## src/rtl/bcd_conv_scheduler_if.sv

```systemverilog
// Bus bundle between the shared bin2bcd scheduler and the rest of the clock:
// per-channel requests/operands in, shared converter operand/result, and
// per-channel BCD results out to the display mux.
interface bcd_conv_scheduler_if #(
    parameter int NUM_CH = 3,
    parameter int BIN_W  = 8,
    parameter int BCD_W  = 12
);
    logic [NUM_CH-1:0]       i_req;
    logic [NUM_CH*BIN_W-1:0] i_bin;
    logic [BIN_W-1:0]        conv_bin;
    logic [BCD_W-1:0]        conv_bcd;
    logic [NUM_CH*BCD_W-1:0] o_bcd;
    logic [NUM_CH-1:0]       o_valid;
    logic                    o_busy;

    // System side: requesters plus the shared converter result.
    modport master (
        output i_req, i_bin, conv_bcd,
        input  conv_bin, o_bcd, o_valid, o_busy
    );

    // Scheduler side.
    modport slave (
        input  i_req, i_bin, conv_bcd,
        output conv_bin, o_bcd, o_valid, o_busy
    );
endinterface

```

## src/rtl/bcd_conv_scheduler.sv

```systemverilog
// Time-shares one sequential bin2bcd converter among NUM_CH requesters.
// Requests are latched into a pending vector, arbitrated round-robin, the
// granted operand is snapshotted onto conv_bin, and after a fixed latency
// the converter result is stored in that channel's output slot.
//
// state   | meaning
// --------+---------------------------------------------------------------
// IDLE    | no conversion in flight; grant next pending channel if any
// WAIT    | conv_bin held, counting down the converter latency
// CAPTURE | conv_bcd valid; store it into the granted slot, pulse o_valid
module bcd_conv_scheduler #(
    parameter int NUM_CH       = 3,
    parameter int BIN_W        = 8,
    parameter int BCD_W        = 12,
    parameter int CONV_LATENCY = 2
) (
    input  logic               clk,
    input  logic               rst,
    bcd_conv_scheduler_if.slave bus
);
    localparam int GNT_W = (NUM_CH > 1) ? $clog2(NUM_CH) : 1;
    localparam int CNT_W = (CONV_LATENCY > 1) ? $clog2(CONV_LATENCY) : 1;

    typedef enum logic [1:0] {
        S_IDLE    = 2'd0,
        S_WAIT    = 2'd1,
        S_CAPTURE = 2'd2
    } state_t;

    state_t                  state_q, state_d;
    logic [NUM_CH-1:0]       pend_q, pend_d;
    logic [GNT_W-1:0]        last_grant_q;
    logic [GNT_W-1:0]        gnt_q;
    logic [CNT_W-1:0]        cnt_q;
    logic [BIN_W-1:0]        conv_bin_q;
    logic [NUM_CH*BCD_W-1:0] o_bcd_q;
    logic [NUM_CH-1:0]       o_valid_q;
    logic                    o_busy_q;

    logic [GNT_W-1:0]        sel;
    logic                    sel_found;
    logic                    grant_en;
    logic                    capture_en;

    // Round-robin pick: first pending channel after the last one granted.
    always_comb begin
        sel       = '0;
        sel_found = 1'b0;
        for (int i = 1; i <= NUM_CH; i++) begin
            logic [GNT_W-1:0] idx;
            idx = GNT_W'((int'(last_grant_q) + i) % NUM_CH);
            if (!sel_found && pend_q[idx]) begin
                sel_found = 1'b1;
                sel       = idx;
            end
        end
    end

    // Next-state and strobe decode.
    always_comb begin
        state_d    = state_q;
        grant_en   = 1'b0;
        capture_en = 1'b0;
        case (state_q)
            S_IDLE: begin
                if (sel_found) begin
                    grant_en = 1'b1;
                    state_d  = S_WAIT;
                end
            end
            S_WAIT: begin
                if (cnt_q == '0) begin
                    state_d = S_CAPTURE;
                end
            end
            S_CAPTURE: begin
                capture_en = 1'b1;
                state_d    = S_IDLE;
            end
            default: state_d = S_IDLE;
        endcase
    end

    // Pending set: new requests OR in; the captured channel drops out unless
    // it is being requested again on the same edge.
    always_comb begin
        pend_d = pend_q | bus.i_req;
        if (capture_en) begin
            pend_d[gnt_q] = bus.i_req[gnt_q];
        end
    end

    // State register.
    always_ff @(posedge clk) begin
        if (rst) begin
            state_q <= S_IDLE;
        end else begin
            state_q <= state_d;
        end
    end

    // Datapath: grant snapshot, latency countdown, result capture.
    always_ff @(posedge clk) begin
        if (rst) begin
            pend_q       <= '0;
            last_grant_q <= GNT_W'(NUM_CH - 1);
            gnt_q        <= '0;
            cnt_q        <= '0;
            conv_bin_q   <= '0;
            o_bcd_q      <= '0;
            o_valid_q    <= '0;
            o_busy_q     <= 1'b0;
        end else begin
            pend_q    <= pend_d;
            o_valid_q <= '0;
            o_busy_q  <= (state_d != S_IDLE);
            if (grant_en) begin
                gnt_q        <= sel;
                last_grant_q <= sel;
                conv_bin_q   <= bus.i_bin[sel*BIN_W +: BIN_W];
                cnt_q        <= CNT_W'(CONV_LATENCY - 1);
            end else if (state_q == S_WAIT && cnt_q != '0) begin
                cnt_q <= cnt_q - CNT_W'(1);
            end
            if (capture_en) begin
                o_bcd_q[gnt_q*BCD_W +: BCD_W] <= bus.conv_bcd;
                o_valid_q[gnt_q]              <= 1'b1;
            end
        end
    end

    assign bus.conv_bin = conv_bin_q;
    assign bus.o_bcd    = o_bcd_q;
    assign bus.o_valid  = o_valid_q;
    assign bus.o_busy   = o_busy_q;

endmodule

```

## src/flat_wrapper.sv

```systemverilog
// flat-port wrapper written by rule: the top's interface ports become plain ports
module bcd_conv_scheduler_flat 
#(
    parameter int NUM_CH       = 3,
    parameter int BIN_W        = 8,
    parameter int BCD_W        = 12,
    parameter int CONV_LATENCY = 2
)
  (clk, rst, bus_i_req, bus_i_bin, bus_conv_bcd, bus_conv_bin, bus_o_bcd, bus_o_valid, bus_o_busy);
  bcd_conv_scheduler_if #(.NUM_CH(NUM_CH), .BIN_W(BIN_W), .BCD_W(BCD_W)) bus_i ();
  input  logic clk;
  input  logic rst;
  input wire logic [$bits(bus_i.i_req)-1:0] bus_i_req;
  input wire logic [$bits(bus_i.i_bin)-1:0] bus_i_bin;
  input wire logic [$bits(bus_i.conv_bcd)-1:0] bus_conv_bcd;
  output wire logic [$bits(bus_i.conv_bin)-1:0] bus_conv_bin;
  output wire logic [$bits(bus_i.o_bcd)-1:0] bus_o_bcd;
  output wire logic [$bits(bus_i.o_valid)-1:0] bus_o_valid;
  output wire logic [$bits(bus_i.o_busy)-1:0] bus_o_busy;
  assign bus_i.i_req = bus_i_req;
  assign bus_i.i_bin = bus_i_bin;
  assign bus_i.conv_bcd = bus_conv_bcd;
  assign bus_conv_bin = bus_i.conv_bin;
  assign bus_o_bcd = bus_i.o_bcd;
  assign bus_o_valid = bus_i.o_valid;
  assign bus_o_busy = bus_i.o_busy;
  bcd_conv_scheduler #(.NUM_CH(NUM_CH), .BIN_W(BIN_W), .BCD_W(BCD_W), .CONV_LATENCY(CONV_LATENCY)) u_core (.clk(clk), .rst(rst), .bus(bus_i));
endmodule
```

## config.mk

```make
export PLATFORM = sky130hd
export DESIGN_NAME = bcd_conv_scheduler_flat
export DESIGN_NICKNAME = d
export VERILOG_FILES = /design/src/rtl/bcd_conv_scheduler_if.sv /design/src/rtl/bcd_conv_scheduler.sv /design/src/flat_wrapper.sv
export SDC_FILE = /design/constraint.sdc
export NUM_CORES = 1
export LEC_CHECK = 0
export CAP_MARGIN = 20
export CORE_UTILIZATION = 50
export DETAILED_ROUTE_END_ITERATION = 16
export GPL_TIMING_DRIVEN = 0
export PLACE_DENSITY = 0.85
export SLEW_MARGIN = 20
export SYNTH_ARGS = -nofsm -noshare
export SYNTH_HDL_FRONTEND = slang
export SYNTH_SLANG_ARGS = --single-unit
export TNS_END_PERCENT = 20
```

## constraint.sdc

```tcl
create_clock -name clk -period 4.33 [get_ports clk]
set_clock_uncertainty 0.2 [all_clocks]
set_input_delay 0.866 -clock clk [delete_from_list [all_inputs] [get_ports clk]]
set_output_delay 0.866 -clock clk [all_outputs]
set_load 0.03 [all_outputs]
```

# After elaboration in Yosys (flattened, before gate mapping)
# Index checks and enable logic that the tools add are counted.
[word_totals]
ff_bits = 58
in_bits = 41
elab_cells = 67
[op_classes]
addsub = 5
mul = 1
div_mod_pow = 3
n_lt_le_gt_ge = 5
eq_ne = 2
shift = 3
mux = 27
n_bitwise = 2
n_reduce_logical = 10
[op_table]
columns = ["op", "count"]
rows = [
  ["$mod A32 B3 Y32 const B", 3],
  ["$bwmux W36", 1],
  ["$shift A12 B34 Y36 const A", 1],
  ["$shiftx A12 B34 Y36", 1],
  ["$neg A6 Y34", 1],
  ["$shiftx A24 B6 Y8", 1],
  ["$mux W1", 13],
  ["$lt A2 B3 Y1 const B", 4],
  ["$mux W2", 5],
  ["$bmux W1 S2", 4],
  ["$add A2 B2 Y3 const B", 2],
  ["$logic_and A1 B1 Y1", 4],
  ["$mul A2 B2 Y4 const B", 1],
  ["$pmux W2 S2", 1],
  ["$reduce_bool A2 Y1", 2],
  ["$add A2 B1 Y3 const B", 1],
  ["$bwmux W3", 1],
  ["$mux W3", 1],
  ["$or A3 B3 Y3", 1],
  ["$demux W1 S2", 1],
  ["$eq A2 B1 Y1 const B", 1],
  ["$eq A2 B2 Y1 const B", 1],
  ["$ge A2 B1 Y1 const B", 1],
  ["$logic_not A1 Y1", 2],
  ["4 further kinds", 4],
]

# Depth between registers and ports, before layout
[logic_depth]
word_depth = 14
depth_mapped = 11
ltp_nobuf = 8

# Least setup slack after synthesis
# OpenSTA, ideal clock, no wires.
[synth_path]
path_type = "reg-to-reg"
start = "register, netlist name u_core.gnt_q[0]"
end = "register u_core.conv_bin_q[0] (netlist: u_core.bus.conv_bin[0])"
t_arrival_ns = 2.623
path_slack_ns = 1.428
path_stages_with_launch = 10
n_path_buf = 2
synth_period_minus_slack_ns = 2.902
cell_sequence = "dfxtp_1 > clkbuf_1 > inv_1 > ha_1 > o21ba_2 > nor2_1 > o211ai_1 > or3b_1 > buf_6 > o211ai_1"
[synth_rtl]
columns = ["item", "line_no", "source"]
rows = [
  ["end signal: assignment", "bcd_conv_scheduler.sv:120", "conv_bin_q <= bus.i_bin[sel*BIN_W +: BIN_W];"],
  ["end: declaration", "bcd_conv_scheduler.sv:35", "logic [BIN_W-1:0] conv_bin_q;"],
]

# Worst setup path after layout
[layout_path]
start = "register u_core.gnt_q[0]"
end = "register u_core.o_bcd_q[18] (netlist: u_core.bus.o_bcd[18])"
[layout_via]
elab_chain_len = 4
[layout_lines]
columns = ["item", "line_no", "source"]
rows = [
  ["start: declaration", "bcd_conv_scheduler.sv:33", "logic [GNT_W-1:0] gnt_q;"],
  ["start signal: assignment", "bcd_conv_scheduler.sv:118", "gnt_q <= sel;"],
  ["$mul A2 B2 Y4 *", "bcd_conv_scheduler.sv:126", "o_bcd_q[gnt_q*BCD_W +: BCD_W] <= bus.conv_bcd;"],
  ["$neg A6 Y34 *", "bcd_conv_scheduler.sv:126", ""],
  ["$shiftx A12 B34 Y36 / $shift A12 B34 Y36 (equally long branches)", "bcd_conv_scheduler.sv:126", ""],
  ["$bwmux W36 *", "bcd_conv_scheduler.sv:126", ""],
  ["end signal: indexed assignment", "bcd_conv_scheduler.sv:126", ""],
  ["end: declaration", "bcd_conv_scheduler.sv:36", "logic [NUM_CH*BCD_W-1:0] o_bcd_q;"],
]
# Every way passes the cells marked *; elsewhere a longest branch is shown, timed or not.
# A chain may end at the register's enable or synchronous reset.

==> impl_metrics.yaml <==
status:
  outcome: "finished, final reports clean"
cts:
  clk_latency_ps: 340
  clock_path_buffers: 2
  htreeDepth: 3
  post_cts_buffers: 0
  cts-resized-gates: 0
  hold_buffers: 0
  cts_tree: "yes"
  clk_pin_slew_worst_paths_ps: 70
  numCtsBuffers: 9
  numClockSinks: 57
  clockRootBuffer: "clkbuf_8"
floorplanning:
  die_x_um: 77.9
  die_area_mm2: 0.00606
  core-area_mm2: 0.00554
  start_util: 0.519
  chipHeight_um: 77.9
  rows: 27
  pin_count: 89
synth:
  synth_top_family_by_area: "simple AND/OR/NAND/NOR gates"
  synth_compound_area_frac: 0.217
  ys_ff_latch: 57
  yosys-mux-area-fraction: 0.0613
  syn_avg_cell_area_um2: 8.64
  ys_warn_count: 0
  seq_area_frac_synth: 0.397
  synth_area_mm2: 0.00288
  synth_xor_area_frac: 0
  syn_nets: 384
  synth-simple-area-share: 0.237
  ys_types: 44
  syn_inst: 333
  synthAdderAreaFrac: 0.0435
placement:
  place.gp.congestion: 0.921
  dpl.hpwl_um: 6040
  place_ws_ps: 782
  portBuffers: 88
timing:
  setup_viol: 0
  worstMarginPinSlew_ps: 854
  fin_ws_ps: 701
  slew_headroom: 0.429
  max_freq_ghz: 0.276
  post-route-period-util: 0.838
  finalHoldViolations: 0
  rsz0062_at_grt: "false"
  tns_ps: 0
  finalMaxSlewViolations: 0
  period_needed_ps: 3630
pwr:
  leakage_nw: 1.43
  power_frac_comb: 0.448
  peakVddDrop_mv: 0.292
  switching_power_mw: 0.810
  power_density_mw_per_mm2: 491
  swShare: 0.409
  p_int_mw: 1.17
  p_clk_frac: 0.230
  p_seq_frac: 0.322
layout:
  nNetsFinal: 483
  fill_cells: 460
  ff_latch_area_mm2: 0.00114
  multi_input_area_mm2: 0.00161
  area_delta_synth_final_pct: 40.0
  drive_gt1_frac: 0.0664
  antenna_cells: 0
setup_path:
  path_max_fanout: 11
  required_ps: 4410
  cp.arrival_ps: 3700
  critPathLaunchType: "flop"
  setup.worst_path.class: "flop to flop"
  end_kind: "flop"
route:
  drt_iter0_markers: 215
  wl_per_cell_um: 16.5
  firstDrtPassIters: 6
  vias_per_cell: 5.75
  drtAntennaViolNets: 0
  drt_wl_total_um: 8380
  via_count: 2925
  route.detailed.drc: 0
global_route:
  grt_pass1_vias: 2783
  overflow: 0
  grt_max_degree: 12
  grt_first_pass_wirelength_um: 13500
  track_usage: 0.288
  antenna_found_initial: 0
flow_run:
  drv_cap: 0
min_path:
  hp-class: "flop to flop"
[per-stage QoR]
step                utilization  hold slack (ps)  std cells  power [mW]  instance area (um2)
CTS                       0.727              254        509        1.98                 4030
detailed placement        0.695              247        493        1.52                 3850
global route              0.727              266        509        2.09                 4030
global placement          0.695              241        493        1.50                 3850
floorplan                     -              224        333        1.26                 2880
finish                    0.727              253        509        1.98                 4030
[routing by layer]
| layer | vias to the layer above | global-route usage | wire length [um] |
|---|---|---|---|
| li1 | 1416 | - | - |
| met1 | 1365 | 0.333 | 3430 |
| met2 | 123 | 0.498 | 4180 |
| met3 | 21 | 0.0482 | 505 |
| met4 | 0 | 0.168 | 261 |
| met5 | - | 0 | 0 |
[cell usage after synthesis, drive strengths merged]
library cell | n | area share
o21ba | 1 | 0.0035
o211ai | 10 | 0.028
a31oi | 4 | 0.0087
dfxtp | 57 | 0.40
a311oi | 3 | 0.0091
inv | 6 | 0.0078
nand2b | 9 | 0.022
buf | 5 | 0.012
mux2 | 2 | 0.0091
nor3b | 3 | 0.0078
and2 | 1 | 0.0022
a311o | 1 | 0.0035
nor3 | 3 | 0.0052
nor2 | 46 | 0.060
ha | 10 | 0.043
a22oi | 32 | 0.083
mux2i | 15 | 0.052
nand4 | 1 | 0.0022
a211o | 1 | 0.0035
o31ai | 1 | 0.0026
nand3 | 11 | 0.019
a2111oi | 1 | 0.0030
o21ai | 8 | 0.015
a211oi | 10 | 0.026
nand3b | 8 | 0.021
a21oi | 14 | 0.026
or3b | 1 | 0.0030
nand4b | 3 | 0.0091
o22ai | 1 | 0.0022
clkbuf | 19 | 0.025
a21o | 1 | 0.0026
or4b | 8 | 0.028
or2 | 1 | 0.0022
nand2 | 31 | 0.040
nor2b | 3 | 0.0065
nor4b | 2 | 0.0083
[registers in the layout, summed over array words and instances, names as in the netlist]
register and flops:
u_core.pend_q 3, u_core.bus.o_bcd 36, u_core.bus.conv_bin 8, u_core.state_q 2, u_core.cnt_q 1, u_core.gnt_q 2, u_core.bus.o_busy 1, u_core.last_grant_q 1
u_core.bus.o_valid 3
[kinds of logic after synthesis]
logic type,after synthesis
and+or+nand+nor,131
AOI/OAI and AO/OA,88
DFF,57
buffers and inverters,30
muxes,17
adders and majority gates,10
[final timing paths]
path | end | from | depth (start not counted) | slack (ps)
min reg2reg | u_core.state_q[1] | u_core.cnt_q | 1 | 250
min | u_core.state_q[1] | u_core.cnt_q | 1 | 250
max | u_core.bus.o_bcd[18] | u_core.gnt_q[0] | 9 | 700
max reg2reg | u_core.bus.o_bcd[18] | u_core.gnt_q[0] | 9 | 700
[cells in the final DEF (no fill, tap or decap), types with 2 or more instances in the layout]
master / netlist / routed
a311oi_1: 3 / 3
buf_1: 2 / 2
ha_1: 10 / 10
dfxtp_1: 57 / 57
o21ai_0: 7 / 7
clkinv_2: 0 / 2
nand4b_1: 3 / 3
a22oi_1: 32 / 32
nand2_1: 31 / 31
nor2b_1: 3 / 3
buf_6: 2 / 2
clkinvlp_4: 0 / 2
clkbuf_8: 0 / 10
o211ai_1: 9 / 9
nand3b_1: 8 / 8
nor3b_1: 3 / 3
inv_1: 6 / 6
nand2b_1: 8 / 8
a211oi_1: 10 / 10
clkdlybuf4s50_1: 0 / 88
nand3_1: 11 / 11
a31oi_1: 4 / 4
a21oi_1: 13 / 13
mux2i_1: 15 / 15
clkbuf_1: 19 / 19
nor2_1: 46 / 46
nor3_1: 3 / 3
or4b_1: 8 / 8
[worst max-delay path, cell delays in order (launching register included)]
cell and delay (ps):
dfxtp_1 510, clkbuf_1 420, inv_1 340, ha_1 390, clkbuf_1 340, buf_1 400, nand2_1 180, a211oi_1 540
a22oi_1 130, nor2_1 120
[power groups by stage]
| stage | sequential [mW] | combinational (mW) | clock (mW) |
|---|---|---|---|
| 4_1_cts | 0.637 | 0.881 | 0.462 |
| 3_5_place_dp | 0.648 | 0.874 | 0 |
| 3_3_place_gp | 0.643 | 0.860 | 0 |
| 2_1_floorplan | 0.714 | 0.542 | 0 |
| 6_report | 0.637 | 0.887 | 0.455 |
| 5_1_grt | 0.645 | 0.958 | 0.483 |
[final cells by class]
class / count / area share
clock buffers: 10 / 0.0342
clock inverters: 6 / 0.0106
well taps: 72 / 0.0224
plain buffers: 24 / 0.0264
multi-input cells: 246 / 0.399
flip-flops and latches: 57 / 0.283
repair buffers: 88 / 0.219
inverters: 6 / 0.00559
Note: power is estimated with default switching activity, not from simulation.
